[config.mk]
export PLATFORM = sky130hd
export DESIGN_NAME = vga_plot_sink_flat
export DESIGN_NICKNAME = d
export VERILOG_FILES = /design/src/rtl/flow_vga_pkg.sv /design/src/rtl/vga_plot_sink_if.sv /design/src/rtl/plot_fifo.sv /design/src/rtl/vga_plot_sink.sv /design/src/flat_wrapper.sv
export SDC_FILE = /design/constraint.sdc
export NUM_CORES = 1
export LEC_CHECK = 0
export CORE_ASPECT_RATIO = 0.9
export CORE_MARGIN = 2
export CORE_UTILIZATION = 45
export CTS_BUF_LIST = sky130_fd_sc_hd__clkbuf_16
export DETAILED_ROUTE_END_ITERATION = 16
export PLACE_DENSITY = 0.69
export SYNTH_ARGS = -nofsm -noshare
export SYNTH_HDL_FRONTEND = slang
export SYNTH_HIERARCHICAL = 1
export SYNTH_SLANG_ARGS = --single-unit
[constraint.sdc]
create_clock -name clock -period 3.7 [get_ports clock]
set_input_delay 0.555 -clock clock [delete_from_list [all_inputs] [get_ports clock]]
set_output_delay 0.555 -clock clock [all_outputs]
set_load 0.03 [all_outputs]
[src/rtl/flow_vga_pkg.sv]
// rtl/flow_vga_pkg.sv - shared screen geometry, state encoding and plot entry type for vga_plot_sink
package flow_vga_pkg;

    localparam int SCREEN_W = 160;
    localparam int SCREEN_H = 120;
    localparam int COLOR_W  = 15;
    localparam int ADDR_W   = 15;
    localparam int X_W      = 8;
    localparam int Y_W      = 7;

    localparam logic [ADDR_W-1:0] LAST_ADDR = 15'd19199;

    localparam logic [1:0] ST_IDLE  = 2'd0;
    localparam logic [1:0] ST_DRAIN = 2'd1;
    localparam logic [1:0] ST_CLEAR = 2'd2;

    typedef struct packed {
        logic [X_W-1:0]     x;
        logic [Y_W-1:0]     y;
        logic [COLOR_W-1:0] color;
    } plot_entry_t;

    // y*160 + x as two shifts so no multiplier is needed
    function automatic logic [ADDR_W-1:0] pixel_addr(input logic [X_W-1:0] x, input logic [Y_W-1:0] y);
        logic [ADDR_W-1:0] yw;
        yw = {8'd0, y};
        return (yw << 7) + (yw << 5) + {7'd0, x};
    endfunction

    function automatic logic in_range(input logic [X_W-1:0] x, input logic [Y_W-1:0] y);
        return (x < 8'd160) && (y < 7'd120);
    endfunction

endpackage

[src/rtl/vga_plot_sink_if.sv]
// rtl/vga_plot_sink_if.sv - plot request, clear control and framebuffer write signals of vga_plot_sink
interface vga_plot_sink_if;
    logic        plot;
    logic [7:0]  plot_x;
    logic [6:0]  plot_y;
    logic [14:0] plot_color;
    logic        plot_ready;
    logic        clear_req;
    logic        busy;
    logic        mem_we;
    logic [14:0] mem_addr;
    logic [14:0] mem_data;
    logic [15:0] drop_count;

    modport master (
        output plot, plot_x, plot_y, plot_color, clear_req,
        input  plot_ready, busy, mem_we, mem_addr, mem_data, drop_count
    );

    modport slave (
        input  plot, plot_x, plot_y, plot_color, clear_req,
        output plot_ready, busy, mem_we, mem_addr, mem_data, drop_count
    );
endinterface

[src/rtl/plot_fifo.sv]
// rtl/plot_fifo.sv - synchronous show-ahead FIFO of plot entries with occupancy count
module plot_fifo
    import flow_vga_pkg::*;
#(
    parameter int DEPTH = 8
) (
    input  logic                     clock,
    input  logic                     reset,
    input  logic                     flush,
    input  logic                     push,
    input  logic                     pop,
    input  plot_entry_t              push_data,
    output plot_entry_t              pop_data,
    output logic [$clog2(DEPTH):0]   count
);
    localparam int PTR_W = $clog2(DEPTH);
    localparam int CNT_W = PTR_W + 1;

    plot_entry_t      mem [DEPTH];
    logic [PTR_W-1:0] wr_ptr;
    logic [PTR_W-1:0] rd_ptr;

    // Caller guarantees no push when full and no pop when empty
    always_ff @(posedge clock) begin
        if (reset || flush) begin
            wr_ptr <= '0;
            rd_ptr <= '0;
            count  <= '0;
        end else begin
            if (push) wr_ptr <= wr_ptr + 1'b1;
            if (pop)  rd_ptr <= rd_ptr + 1'b1;
            count <= count + {{(CNT_W-1){1'b0}}, push} - {{(CNT_W-1){1'b0}}, pop};
        end
    end

    always_ff @(posedge clock) begin
        if (push) mem[wr_ptr] <= push_data;
    end

    assign pop_data = mem[rd_ptr];
endmodule

[src/rtl/vga_plot_sink.sv]
// rtl/vga_plot_sink.sv - plot FIFO to linear framebuffer writer with clear sweep; VGA_PLOT_DROP_COUNT_EN enables drop_count
module vga_plot_sink
    import flow_vga_pkg::*;
#(
    parameter int          FIFO_DEPTH  = 8,
    parameter logic [14:0] CLEAR_COLOR = 15'h0000
) (
    input  logic            clock,
    input  logic            reset,
    vga_plot_sink_if.slave  bus
);
    localparam int CNT_W = $clog2(FIFO_DEPTH) + 1;

    logic [1:0]       state;
    logic [1:0]       state_next;
    logic             plot_ready_q;
    logic [CNT_W-1:0] count;
    logic [CNT_W-1:0] count_next;
    plot_entry_t      push_entry;
    plot_entry_t      head;
    logic             push;
    logic             pop;
    logic             head_ok;
    logic             mem_we_q;
    logic [14:0]      mem_addr_q;
    logic [14:0]      mem_data_q;

    // A plot landing together with clear_req is swallowed by the flush
    assign push       = bus.plot && plot_ready_q && !bus.clear_req;
    assign pop        = (state != ST_CLEAR) && !bus.clear_req && (count != '0);
    assign push_entry = '{x: bus.plot_x, y: bus.plot_y, color: bus.plot_color};
    assign head_ok    = in_range(head.x, head.y);

    plot_fifo #(.DEPTH(FIFO_DEPTH)) u_fifo (
        .clock     (clock),
        .reset     (reset),
        .flush     (bus.clear_req),
        .push      (push),
        .pop       (pop),
        .push_data (push_entry),
        .pop_data  (head),
        .count     (count)
    );

    always_comb begin
        count_next = count;
        if (bus.clear_req)
            count_next = '0;
        else
            count_next = count + {{(CNT_W-1){1'b0}}, push} - {{(CNT_W-1){1'b0}}, pop};
    end

    always_comb begin
        state_next = ST_IDLE;
        if (bus.clear_req)
            state_next = ST_CLEAR;
        else if (state == ST_CLEAR && mem_addr_q != LAST_ADDR)
            state_next = ST_CLEAR;
        else if (count_next != '0)
            state_next = ST_DRAIN;
    end

    // During CLEAR the output address register doubles as the sweep counter
    always_ff @(posedge clock) begin
        if (reset) begin
            state        <= ST_IDLE;
            plot_ready_q <= 1'b1;
            mem_we_q     <= 1'b0;
            mem_addr_q   <= '0;
            mem_data_q   <= '0;
        end else begin
            state        <= state_next;
            plot_ready_q <= (state_next != ST_CLEAR) && (count_next < CNT_W'(FIFO_DEPTH));
            if (bus.clear_req) begin
                mem_we_q   <= 1'b1;
                mem_addr_q <= '0;
                mem_data_q <= CLEAR_COLOR;
            end else if (state == ST_CLEAR) begin
                if (mem_addr_q == LAST_ADDR) begin
                    mem_we_q <= 1'b0;
                end else begin
                    mem_we_q   <= 1'b1;
                    mem_addr_q <= mem_addr_q + 15'd1;
                end
            end else if (pop && head_ok) begin
                mem_we_q   <= 1'b1;
                mem_addr_q <= pixel_addr(head.x, head.y);
                mem_data_q <= head.color;
            end else begin
                mem_we_q <= 1'b0;
            end
        end
    end

`ifdef VGA_PLOT_DROP_COUNT_EN
    logic [15:0] drop_q;

    always_ff @(posedge clock) begin
        if (reset)
            drop_q <= '0;
        else if (pop && !head_ok && drop_q != 16'hFFFF)
            drop_q <= drop_q + 16'd1;
    end

    assign bus.drop_count = drop_q;
`else
    assign bus.drop_count = '0;
`endif

    assign bus.plot_ready = plot_ready_q;
    assign bus.busy       = (state != ST_IDLE) || (count != '0) || mem_we_q;
    assign bus.mem_we     = mem_we_q;
    assign bus.mem_addr   = mem_addr_q;
    assign bus.mem_data   = mem_data_q;
endmodule

[src/flat_wrapper.sv]
// flat-port wrapper written by rule: the top's interface ports become plain ports
module vga_plot_sink_flat import flow_vga_pkg::*;
#(
    parameter int          FIFO_DEPTH  = 8,
    parameter logic [14:0] CLEAR_COLOR = 15'h0000
)
  (clock, reset, bus_plot, bus_plot_x, bus_plot_y, bus_plot_color, bus_clear_req, bus_plot_ready, bus_busy, bus_mem_we, bus_mem_addr, bus_mem_data, bus_drop_count);
  vga_plot_sink_if bus_i ();
  input  logic clock;
  input  logic reset;
  input wire logic [$bits(bus_i.plot)-1:0] bus_plot;
  input wire logic [$bits(bus_i.plot_x)-1:0] bus_plot_x;
  input wire logic [$bits(bus_i.plot_y)-1:0] bus_plot_y;
  input wire logic [$bits(bus_i.plot_color)-1:0] bus_plot_color;
  input wire logic [$bits(bus_i.clear_req)-1:0] bus_clear_req;
  output wire logic [$bits(bus_i.plot_ready)-1:0] bus_plot_ready;
  output wire logic [$bits(bus_i.busy)-1:0] bus_busy;
  output wire logic [$bits(bus_i.mem_we)-1:0] bus_mem_we;
  output wire logic [$bits(bus_i.mem_addr)-1:0] bus_mem_addr;
  output wire logic [$bits(bus_i.mem_data)-1:0] bus_mem_data;
  output wire logic [$bits(bus_i.drop_count)-1:0] bus_drop_count;
  assign bus_i.plot = bus_plot;
  assign bus_i.plot_x = bus_plot_x;
  assign bus_i.plot_y = bus_plot_y;
  assign bus_i.plot_color = bus_plot_color;
  assign bus_i.clear_req = bus_clear_req;
  assign bus_plot_ready = bus_i.plot_ready;
  assign bus_busy = bus_i.busy;
  assign bus_mem_we = bus_i.mem_we;
  assign bus_mem_addr = bus_i.mem_addr;
  assign bus_mem_data = bus_i.mem_data;
  assign bus_drop_count = bus_i.drop_count;
  vga_plot_sink #(.FIFO_DEPTH(FIFO_DEPTH), .CLEAR_COLOR(CLEAR_COLOR)) u_core (.clock(clock), .reset(reset), .bus(bus_i));
endmodule
==> reports/results.txt, run 1 <==
Netlist cell types - 57
Final setup viols - 0
1st-iter DRT viols - 429
# fillers - 2145
worst vdd ir - 0.000336 V
Detailed Place HPWL - 13.8 mm
sequential cell area fraction in the yosys report - 67.0%
drt wl/cell - 19.7 um
EDFF count, synth - 240
Worst-Margin Slew - 0.942 ns
power density cells - 488 nW/um2
# clock sinks - 287
Peak Freq - 0.287 GHz
CP max FO - 12
post-synth top area cell - edfxtp_1
Slowest-stage cell, CP - mux4_1
remaining antenna violation count - 0
DR vias/cell - 5.41
Layout Cells excl Fill - 1169
Main synth FF type - edfxtp_1
Setup CP Type - reg -> reg
Vias - 6324
Max Slew Vio Count - 0
DP Cell Count - 1112
delay-heaviest family, CP - multiplexers
synth warn - 6
status - finished clean
total gr overflow - 0
Async SR Flop Fraction - 0%
vias in the first global route - 6233
final period utilization - 94.3%
hold_ws - 0.452 ns
register-to-register setup slack - 0.21 ns
crit path launch type - flip-flop
router iterations before antenna repair - 4
Mean Syn Cell Area - 17.3 um2
Worst path max stage delay - 0.55 ns
WP data arrival - 3.95 ns
CTS Buffer Depth - 3
CTS tree - built
H-tree Lvls - 1
largest net degree at the start of global routing - 31
Die Height - 160 um
Leak Pwr - 4.72 nW
DRC - 0
core area - 26800 um2
initial antenna violation count - 0
crit-path cells - buf_4 > buf_4 > mux4_1 > mux2_2 > ha_1 > ha_1 > nand3_1 > o211ai_1 > o22ai_1 > or4_1 > o211ai_2
Final TNS setup - 0 ns
Mapped Cells - 702
Hold WC Path Type - reg -> reg
IO Pins - 83
Clock Latency Late Sink - 0.54 ns
num rows - 57
initial core utilization - 45.4%
Ant. Diodes - 0
area of the die - 28400 um2
fin crit period - 3.49 ns
CTS root buf - clkbuf_16
Final Hold Viols - 0
synth top area cells - edfxtp_1, mux4_1, dfxtp_1, mux2_2, ha_1
crit path buf inv count - 2
WL final - 23.0 mm
ratio of cells with drive above 1 in the final layout - 14.4%
CP Data Required Time - 4.16 ns
relative max-transition margin - 37.2%
nets - 856
TritonCTS buffer count - 28
#FFs+latches synth - 287
Syn Std Cell Area - 12200 um2
CP endpoint kind - flip-flop
Synth top area share - 59.2%
Final Wtd Congestion - 0.807
max_cap viols - 0
I/O Buffers - 66
Area Overhead vs Synth - 17.2%
die width - 177 um
unrepaired setup endpoints after global routing - true
clock skew - 0.0166 ns
first-pass GRT wire length - 35.8 mm
clk slew on worst S/H paths - 0.06 ns
GRT Total Usage - 16.5%
## Yosys cell counts (2+ instances only)
master / instances
edfxtp_1: 240
mux4_1: 60
nand2_1: 56
dfxtp_1: 47
a21oi_1: 33
mux2_2: 30
nor2_1: 27
ha_1: 25
clkbuf_1: 20
buf_4: 17
inv_1: 15
buf_6: 9
nand3_1: 8
o31ai_1: 7
nand4_1: 6
nor3_1: 6
o21ai_0: 6
xor2_1: 6
nand2b_1: 5
o211ai_1: 5
a211oi_1: 4
a21o_1: 4
a31oi_1: 4
fa_1: 4
o21ai_1: 4
or3_1: 4
xnor2_1: 4
buf_2: 3
nor3b_1: 3
o21a_1: 3
a2bb2oi_1: 2
a311oi_1: 2
a31o_1: 2
a32o_1: 2
and3_1: 2
and4_1: 2
mux2i_1: 2
nor4_1: 2
o21bai_1: 2
or2_2: 2
## cells by family after synthesis
kind of cell	after synthesis	share of synthesized area (%)
other cells	1	0.0308
fa+ha+maj	29	3.23
simple gates	129	5.01
compound gates	88	4.89
buf+inv	65	3.16
xor+xnor	10	0.720
mux	93	16.0
flops	287	67.0
## metrics by stage
| stage | power [W] | setup slack, ns | instance area, um2 | utilization, % |
|---|---|---|---|---|
| global placement | 0.00411 | 0.116 | 13200 | 49.4 |
| finish | 0.00695 | 0.211 | 14300 | 53.2 |
| global route | 0.00721 | -0.00446 | 14300 | 53.2 |
| detailed placement | 0.00411 | 0.0427 | 13200 | 49.4 |
| CTS | 0.00702 | 0.0126 | 14200 | 53.0 |
| floorplan | 0.00395 | 0.172 | 12200 | - |
## where the power goes
part / total [W] / internal, W / leakage (nW) / switching, W
sequential: 0.00356 / 0.00354 / 2.55 / 0.0000259
combinational: 0.000483 / 0.000193 / 1.68 / 0.000290
clock: 0.00291 / 0.00176 / 0.498 / 0.00114
total: 0.00695 / 0.00549 / 4.72 / 0.00146
## state kept, by name, indices dropped and copies added, names as in the netlist, named ones only
name                   count
u_core/bus.plot_ready      1
u_core/bus.mem_data       15
u_core/u_fifo/wr_ptr       3
u_core/bus.mem_addr       15
u_core/u_fifo/mem        240
u_core/u_fifo/rd_ptr       3
u_core/bus.mem_we          1
u_core/state               2
u_core/u_fifo/count        4
## worst paths after layout
kind                                                 to                    start  cells after the start
worst max-delay path            u_core/bus.mem_addr[13]                flip-flop                     11
worst min-delay path            u_core/bus.mem_data[12]  u_core/bus.mem_data[12]                      2
worst max register to register  u_core/bus.mem_addr[13]                flip-flop                     11
worst min register to register  u_core/bus.mem_data[12]  u_core/bus.mem_data[12]                      2
## worst register-to-register path, delay by kind of cell, from the launching register on
family / cells / cell delay (ns)
mux: 2 / 0.88
fa+ha+maj: 2 / 0.68
simple gates: 2 / 0.52
compound gates: 3 / 0.46
flops: 1 / 0.45
buf+inv: 2 / 0.43
## metal layers
metal | global-route usage [%] | vias to the layer above | routed length, um
met4 | 3.87 | 0 | 356
met2 | 27.2 | 135 | 11000
met3 | 2.95 | 33 | 1110
met5 | 0 | - | 0
li1 | - | 2980 | -
met1 | 23.0 | 3176 | 10500
## layout by cell type, fill, tap and decap left out, types with 23 or more instances in the layout
cell type        count
ha_1                25
clkdlybuf4s50_1     66
clkbuf_16           29
a21oi_1             33
mux4_1              60
buf_4               29
mux2_2              30
nand2_1             56
edfxtp_1           240
dfxtp_1             45
inv_1               23
## repair_timing
item,4_1_cts,5_1_grt
buffers inserted,0,5
setup endpoints to repair,0,5
resized for setup,0,2
hold buffers,0,0
## area by class of cell
type	count	area (um2)	area share, %
clock buffers	29	726	5.09
well taps	354	443	3.11
multi-input cells	365	3750	26.3
repair buffers	95	878	6.16
flip-flops and latches	287	8150	57.2
inverters	16	65.1	0.456
clock inverters	23	239	1.68
(Power assumes the default switching activity.)
==> run 2, diff against run 1 <==
--- a/config.mk
+++ b/config.mk
@@ -7,10 +7,10 @@
 export LEC_CHECK = 0
 export CORE_ASPECT_RATIO = 0.9
 export CORE_MARGIN = 2
-export CORE_UTILIZATION = 45
+export CORE_UTILIZATION = 30
 export CTS_BUF_LIST = sky130_fd_sc_hd__clkbuf_16
 export DETAILED_ROUTE_END_ITERATION = 16
-export PLACE_DENSITY = 0.69
+export PLACE_DENSITY = 0.51
 export SYNTH_ARGS = -nofsm -noshare
 export SYNTH_HDL_FRONTEND = slang
 export SYNTH_HIERARCHICAL = 1
==> run 2 against run 1 <==
First-iteration DRC count down 11%. Utilization down 17 points. Hold slack better by 0.0021 ns. Sequential share of layout area down 1.1 points. Critical endpoint is now u_core/bus.mem_addr[12].
==> reports/results.txt, run 2 (synthesized netlist as in run 1, its figures left out) <==
status - finished clean
num rows - 69 (+21%)
Seq pwr share - 51.0% (-0.2 points)
Peak Freq - 0.285 GHz (-0.70%)
Setup WS post-layout - 0.187 ns (-0.0247 ns)
Slowest-stage cell, CP - mux4_1
most frequent cells in the layout - edfxtp_1, clkdlybuf4s50_1, mux4_1, nand2_1, dfxtp_1
GRT Total Usage - 12.7% (-3.8 points)
unrepaired setup endpoints after global routing - false
crit-path cells - buf_6 > mux4_1 > mux2_2 > ha_1 > ha_1 > fa_1 > a211oi_2 > o21bai_1 > a211oi_2 > o31ai_1 > o211a_1
Worst-Margin Slew - 0.962 ns (+0.0198 ns)
Reg with most FFs - u_core/u_fifo/mem
CTS root buf - clkbuf_16
initial core utilization - 30.6% (-15 points)
worst vdd ir - 0.000277 V (-17%)
DR vias/cell - 4.76 (-12%)
Setup CP Type - reg -> reg
Sw Ratio - 22.9% (+1.9 points)
area of the die - 42200 um2 (+49%)
max reg flops - 240 (unchanged)
CTS tree - built
Final Hold Viols - 0 (unchanged)
met1 Use GR - 17.9% (-5.1 points)
NetSw - 0.00160 W (+9.4%)
CTS Buffer Depth - 3 (unchanged)
most common cell after layout, fill and taps aside - edfxtp_1
Final TNS setup - 0 ns (unchanged)
# fillers - 3759 (+75%)
WL final - 26.9 mm (+17%)
router iterations before antenna repair - 5 (+1)
DRC - 0 (unchanged)
total gr overflow - 0 (unchanged)
H-tree Lvls - 1 (unchanged)
crit path buf inv count - 1 (-1)
WP data arrival - 3.98 ns (+0.03 ns)
clock skew - 0.0244 ns (+0.00772 ns)
CP endpoint kind - flip-flop
DP Cell Count - 1291 (+16%)
final period utilization - 95.0% (+0.67 points)
I/O Buffers - 66 (unchanged)
crit path launch type - flip-flop
clk slew on worst S/H paths - 0.07 ns (about the same)
cts hold-fix bufs - 0 (unchanged)
Vias - 6412 (+1.4%)
met3 GRT Util - 2.87% (-0.086 points)
remaining antenna violation count - 0 (unchanged)
GRT busiest layer - met2
relative max-transition margin - 35.6% (-1.6 points)
delay-heaviest family, CP - compound AO/OA/AOI/OAI gates
nets - 854 (-0.23%)
largest net degree at the start of global routing - 31 (unchanged)
ratio of cells with drive above 1 in the final layout - 15.0% (+0.63 points)
Area Overhead vs Synth - 19.5%
Layout Cells excl Fill - 1347 (+15%)
Hold Crit Start - u_core/bus.mem_data[14]
Max Slew Vio Count - 0 (unchanged)
Hold WC Path Type - reg -> reg
Clk pwr share - 41.8% (about the same)
Leak Pwr - 4.69 nW (-0.65%)
TritonCTS buffer count - 29 (+3.6%)
1st-iter DRT viols - 383 (-11%)
Worst path max stage delay - 0.55 ns (about the same)
IO Pins - 83 (unchanged)
Comb power frac - 7.2% (+0.3 points)
Final Wtd Congestion - 0.772 (-4.3%)
Detailed Place HPWL - 16.1 mm (+17%)
initial antenna violation count - 1 (+1)
CP Data Required Time - 4.16 ns (about the same)
Final setup viols - 0 (unchanged)
core area - 39700 um2 (+48%)
dpl ws - 0.0314 ns (-0.0113 ns)
max_cap viols - 0 (unchanged)
vias in the first global route - 6584 (+5.6%)
first-pass GRT wire length - 40.5 mm (+13%)
fin crit period - 3.51 ns (+0.0247 ns)
Pint - 0.00538 W (-2.0%)
# clock sinks - 287 (unchanged)
power density cells - 480 nW/um2 (-1.6%)
met2 Usage GRT - 20.0% (-7.2 points)
CP max FO - 11 (-1)
Die Height - 195 um (+22%)
die width - 216 um (+22%)
drt wl/cell - 20.0 um (+1.6%)
Clock Latency Late Sink - 0.58 ns (+0.04 ns)
## run 2: cell types whose count changed in the layout (fill, tap and decap cells not counted), sizes merged
cell	previous run	this run
inv	24	17
diode	0	1
clkinv	9	17
clkinvlp	1	4
bufinv	5	3
buf	29	26
## run 2: timing repair
item	CTS	global route
setup buffers	0	1
endpoints found under the setup margin	0	3
resized for setup	0	3
hold endpoints to repair	0	0
## run 2: worst paths after layout
| check | slack, ns | cells after the start | endpoint |
|---|---|---|---|
| max reg2reg | 0.19 | 11 | u_core/bus.mem_addr[12] |
| max | 0.19 | 11 | u_core/bus.mem_addr[12] |
| min | 0.45 | 2 | u_core/bus.mem_data[14] |
| min reg2reg | 0.45 | 2 | u_core/bus.mem_data[14] |
## run 2: layout make-up
type	instances	area, um2	area share [%]
Antenna cell	1	2.50	0.0172
Clock buffer	29	726	4.99
Inverter	16	65.1	0.447
Timing Repair Buffer	92	951	6.54
Clock inverter	25	224	1.54
Sequential cell	287	8150	56.1
Multi-Input combinational cell	365	3750	25.8
Tap cell	532	666	4.58
## run 2: routing by layer
layer  wire length, um  part of all wire [%]  vias to the layer above
met4               510                   1.9                        0
met2             12200                    45                      144
met3              1310                   4.8                       34
met5                 0                     0                        -
met1             12900                    48                     3266
li1                  -                     -                     2968
## run 2: stage by stage
stage,power (W),hold slack (ns),area [um2],util (%)
final,0.00698,0.454,14500,36.6
after global routing,0.00726,0.476,14500,36.6
after CTS,0.00707,0.455,14500,36.5
after detailed placement,0.00413,0.448,13600,34.2
after global placement,0.00413,0.445,13600,34.2
after floorplan,0.00395,0.462,12200,-
## run 2: tightest hold or removal path, delay by kind of cell, from the launching register on
family | cells | cell delay (ns)
AOI/OAI and AO/OA | 1 | 0.05
DFF | 1 | 0.31
and+or+nand+nor | 1 | 0.05
## run 2: power by group through the flow
stage	Clock [W]	Combinational (W)	Sequential, W
floorplan	0	0.000301	0.00365
global route	0.00314	0.000552	0.00356
global placement	0	0.000495	0.00363
detailed placement	0	0.000499	0.00363
finish	0.00292	0.000502	0.00356
CTS	0.00301	0.000502	0.00356
==> run 3, diff against run 2 <==
--- a/config.mk
+++ b/config.mk
@@ -6,10 +6,11 @@
 export NUM_CORES = 1
 export LEC_CHECK = 0
 export CORE_ASPECT_RATIO = 0.9
-export CORE_MARGIN = 2
+export CORE_MARGIN = 5
 export CORE_UTILIZATION = 30
 export CTS_BUF_LIST = sky130_fd_sc_hd__clkbuf_16
 export DETAILED_ROUTE_END_ITERATION = 16
+export GPL_TIMING_DRIVEN = 0
 export PLACE_DENSITY = 0.51
 export SYNTH_ARGS = -nofsm -noshare
 export SYNTH_HDL_FRONTEND = slang
==> run 3 against run 2 <==
First-iteration DRC count decreased by 3.7%. Sequential cell count unchanged. Worst setup slack got worse by 0.057 ns. Clock skew decreased by 0.015 ns. Utilization increased by 0.15 points. Hold slack about the same. Die area increased by 5.9%. Total power about the same. Wire length increased by 3.0%. Via count increased by 2.1%. Critical path depth unchanged. Fmax decreased by 1.6%. Largest cell class unchanged.
==> reports/results.txt, run 3 (synthesized netlist as in run 1, its figures left out) <==
Detailed Place HPWL - 18.0 mm (+12%)
clock skew - 0.00934 ns (-0.0150 ns)
initial core utilization - 30.1% (-0.50 points)
most frequent cells in the layout - edfxtp_1, clkdlybuf4s50_1, mux4_1, nand2_1, dfxtp_1
# clock sinks - 287 (unchanged)
Reg with most FFs - u_core/u_fifo/mem
Hold WC Path Type - reg -> reg
power density cells - 470 nW/um2 (-2.1%)
Vias - 6545 (+2.1%)
Area Overhead vs Synth - 22.0%
WL final - 27.7 mm (+3.0%)
most common cell after layout, fill and taps aside - edfxtp_1
area occupied by multi-input gates - 3780 um2 (+0.57%)
Area after DPL - 13800 um2 (+2.1%)
Final setup viols - 0 (unchanged)
CP max FO - 10 (-1)
GRT Total Usage - 12.2% (-0.53 points)
core area - 40400 um2 (+1.7%)
Leak Pwr - 4.89 nW (+4.2%)
Peak Freq - 0.280 GHz (-1.6%)
worst vdd ir - 0.000273 V (-1.4%)
crit path launch type - flip-flop
Sequential Area - 8150 um2 (about the same)
clk slew on worst S/H paths - 0.07 ns (about the same)
initial antenna violation count - 1 (unchanged)
ratio of cells with drive above 1 in the final layout - 17.2% (+2.2 points)
die width - 222 um (+2.8%)
Setup CP Type - reg -> reg
nets - 890 (+4.2%)
total gr overflow - 0 (unchanged)
num rows - 70 (+1.4%)
CP endpoint kind - flip-flop
CTS tree - built
H-tree Lvls - 1 (unchanged)
CTS root buf - clkbuf_16
post-route cell area - 14800 um2 (+2.1%)
Ant. Diodes - 0 (-1)
status - finished clean
Final Hold Viols - 0 (unchanged)
cts hold-fix bufs - 0 (unchanged)
Worst-Margin Slew - 1.02 ns (+0.0582 ns)
TritonCTS buffer count - 29 (unchanged)
CTS Buffer Depth - 3 (unchanged)
WP data arrival - 3.97 ns (about the same)
DRC - 0 (unchanged)
area of the die - 44700 um2 (+5.9%)
largest net degree at the start of global routing - 23 (-26%)
max reg flops - 240 (unchanged)
remaining antenna violation count - 0 (unchanged)
max_cap viols - 0 (unchanged)
drt wl/cell - 20.0 um (-0.15%)
CP Data Required Time - 4.10 ns (-0.06 ns)
final period utilization - 96.5% (+1.5 points)
vias in the first global route - 6622 (+0.58%)
router iterations before antenna repair - 5 (unchanged)
Max Slew Vio Count - 0 (unchanged)
# fillers - 3784 (+0.67%)
unrepaired setup endpoints after global routing - false
Final TNS setup - 0 ns (unchanged)
IO Pins - 83 (unchanged)
Final Wtd Congestion - 0.773 (about the same)
Clock Latency Late Sink - 0.57 ns (about the same)
I/O Buffers - 66 (unchanged)
Die Height - 201 um (+3.1%)
DR vias/cell - 4.71 (-1.1%)
1st-iter DRT viols - 369 (-3.7%)
first-pass GRT wire length - 41.9 mm (+3.6%)
relative max-transition margin - 32.0% (-3.6 points)
fin crit period - 3.57 ns (+0.0571 ns)
run 3: timing repair:
action                     in CTS  in global routing
gates resized for setup        14                  7
pin swaps                       0                  2
setup endpoints to repair       8                  2
buffers inserted                0                  0
run 3: final cells by class:
cell class	count	area share, %
tap	540	4.55
buffer	48	2.34
inverter	16	0.438
multi-input combinational	365	25.4
sequential	287	54.9
timing repair buffer	80	6.02
clock buffer	29	4.89
clock inverter	25	1.44
run 3: power by group:
group / internal [W] / total (W) / switching, W
Clock: 0.00164 / 0.00288 / 0.00124
Combinational: 0.000222 / 0.000533 / 0.000311
Sequential: 0.00354 / 0.00356 / 0.0000253
Total: 0.00540 / 0.00698 / 0.00157
run 3: final timing paths:
path,from,end,slack (ns),depth (start not counted)
setup / recovery,flip-flop,u_core/bus.mem_addr[14],0.13,11
hold / removal,u_core/bus.mem_data[12],u_core/bus.mem_data[12],0.45,2
setup reg to reg,flip-flop,u_core/bus.mem_addr[14],0.13,11
hold reg to reg,u_core/bus.mem_data[12],u_core/bus.mem_data[12],0.45,2
run 3: routing by layer:
metal	part of all wire [%]	GRT usage, %
met5	0.047	0
met2	46	19.2
met4	1.5	1.96
met3	4.8	2.57
met1	47	17.7
run 3: through the flow:
stage | util (%) | worst slack (ns) | hold slack [ns] | cells | power [W]
2_1_floorplan | - | 0.172 | 0.462 | 717 | 0.00395
3_3_place_gp | 33.6 | -3.36 | 0.446 | 1323 | 0.00414
3_5_place_dp | 34.3 | -0.457 | 0.450 | 1337 | 0.00415
4_1_cts | 36.7 | 0.0225 | 0.456 | 1390 | 0.00706
5_1_grt | 36.8 | 0.0132 | 0.481 | 1390 | 0.00727
6_report | 36.8 | 0.130 | 0.454 | 1390 | 0.00698
run 3: critical path: stages, from the launching register on:
cell and delay [ns]:
dfxtp_1 0.32, buf_6 0.16, buf_8 0.18, mux4_1 0.55, mux2_2 0.34, fa_2 0.52, fa_2 0.44, a211oi_4 0.27
o21bai_2 0.12, o21a_1 0.21, o2111ai_1 0.20, a21oi_1 0.09
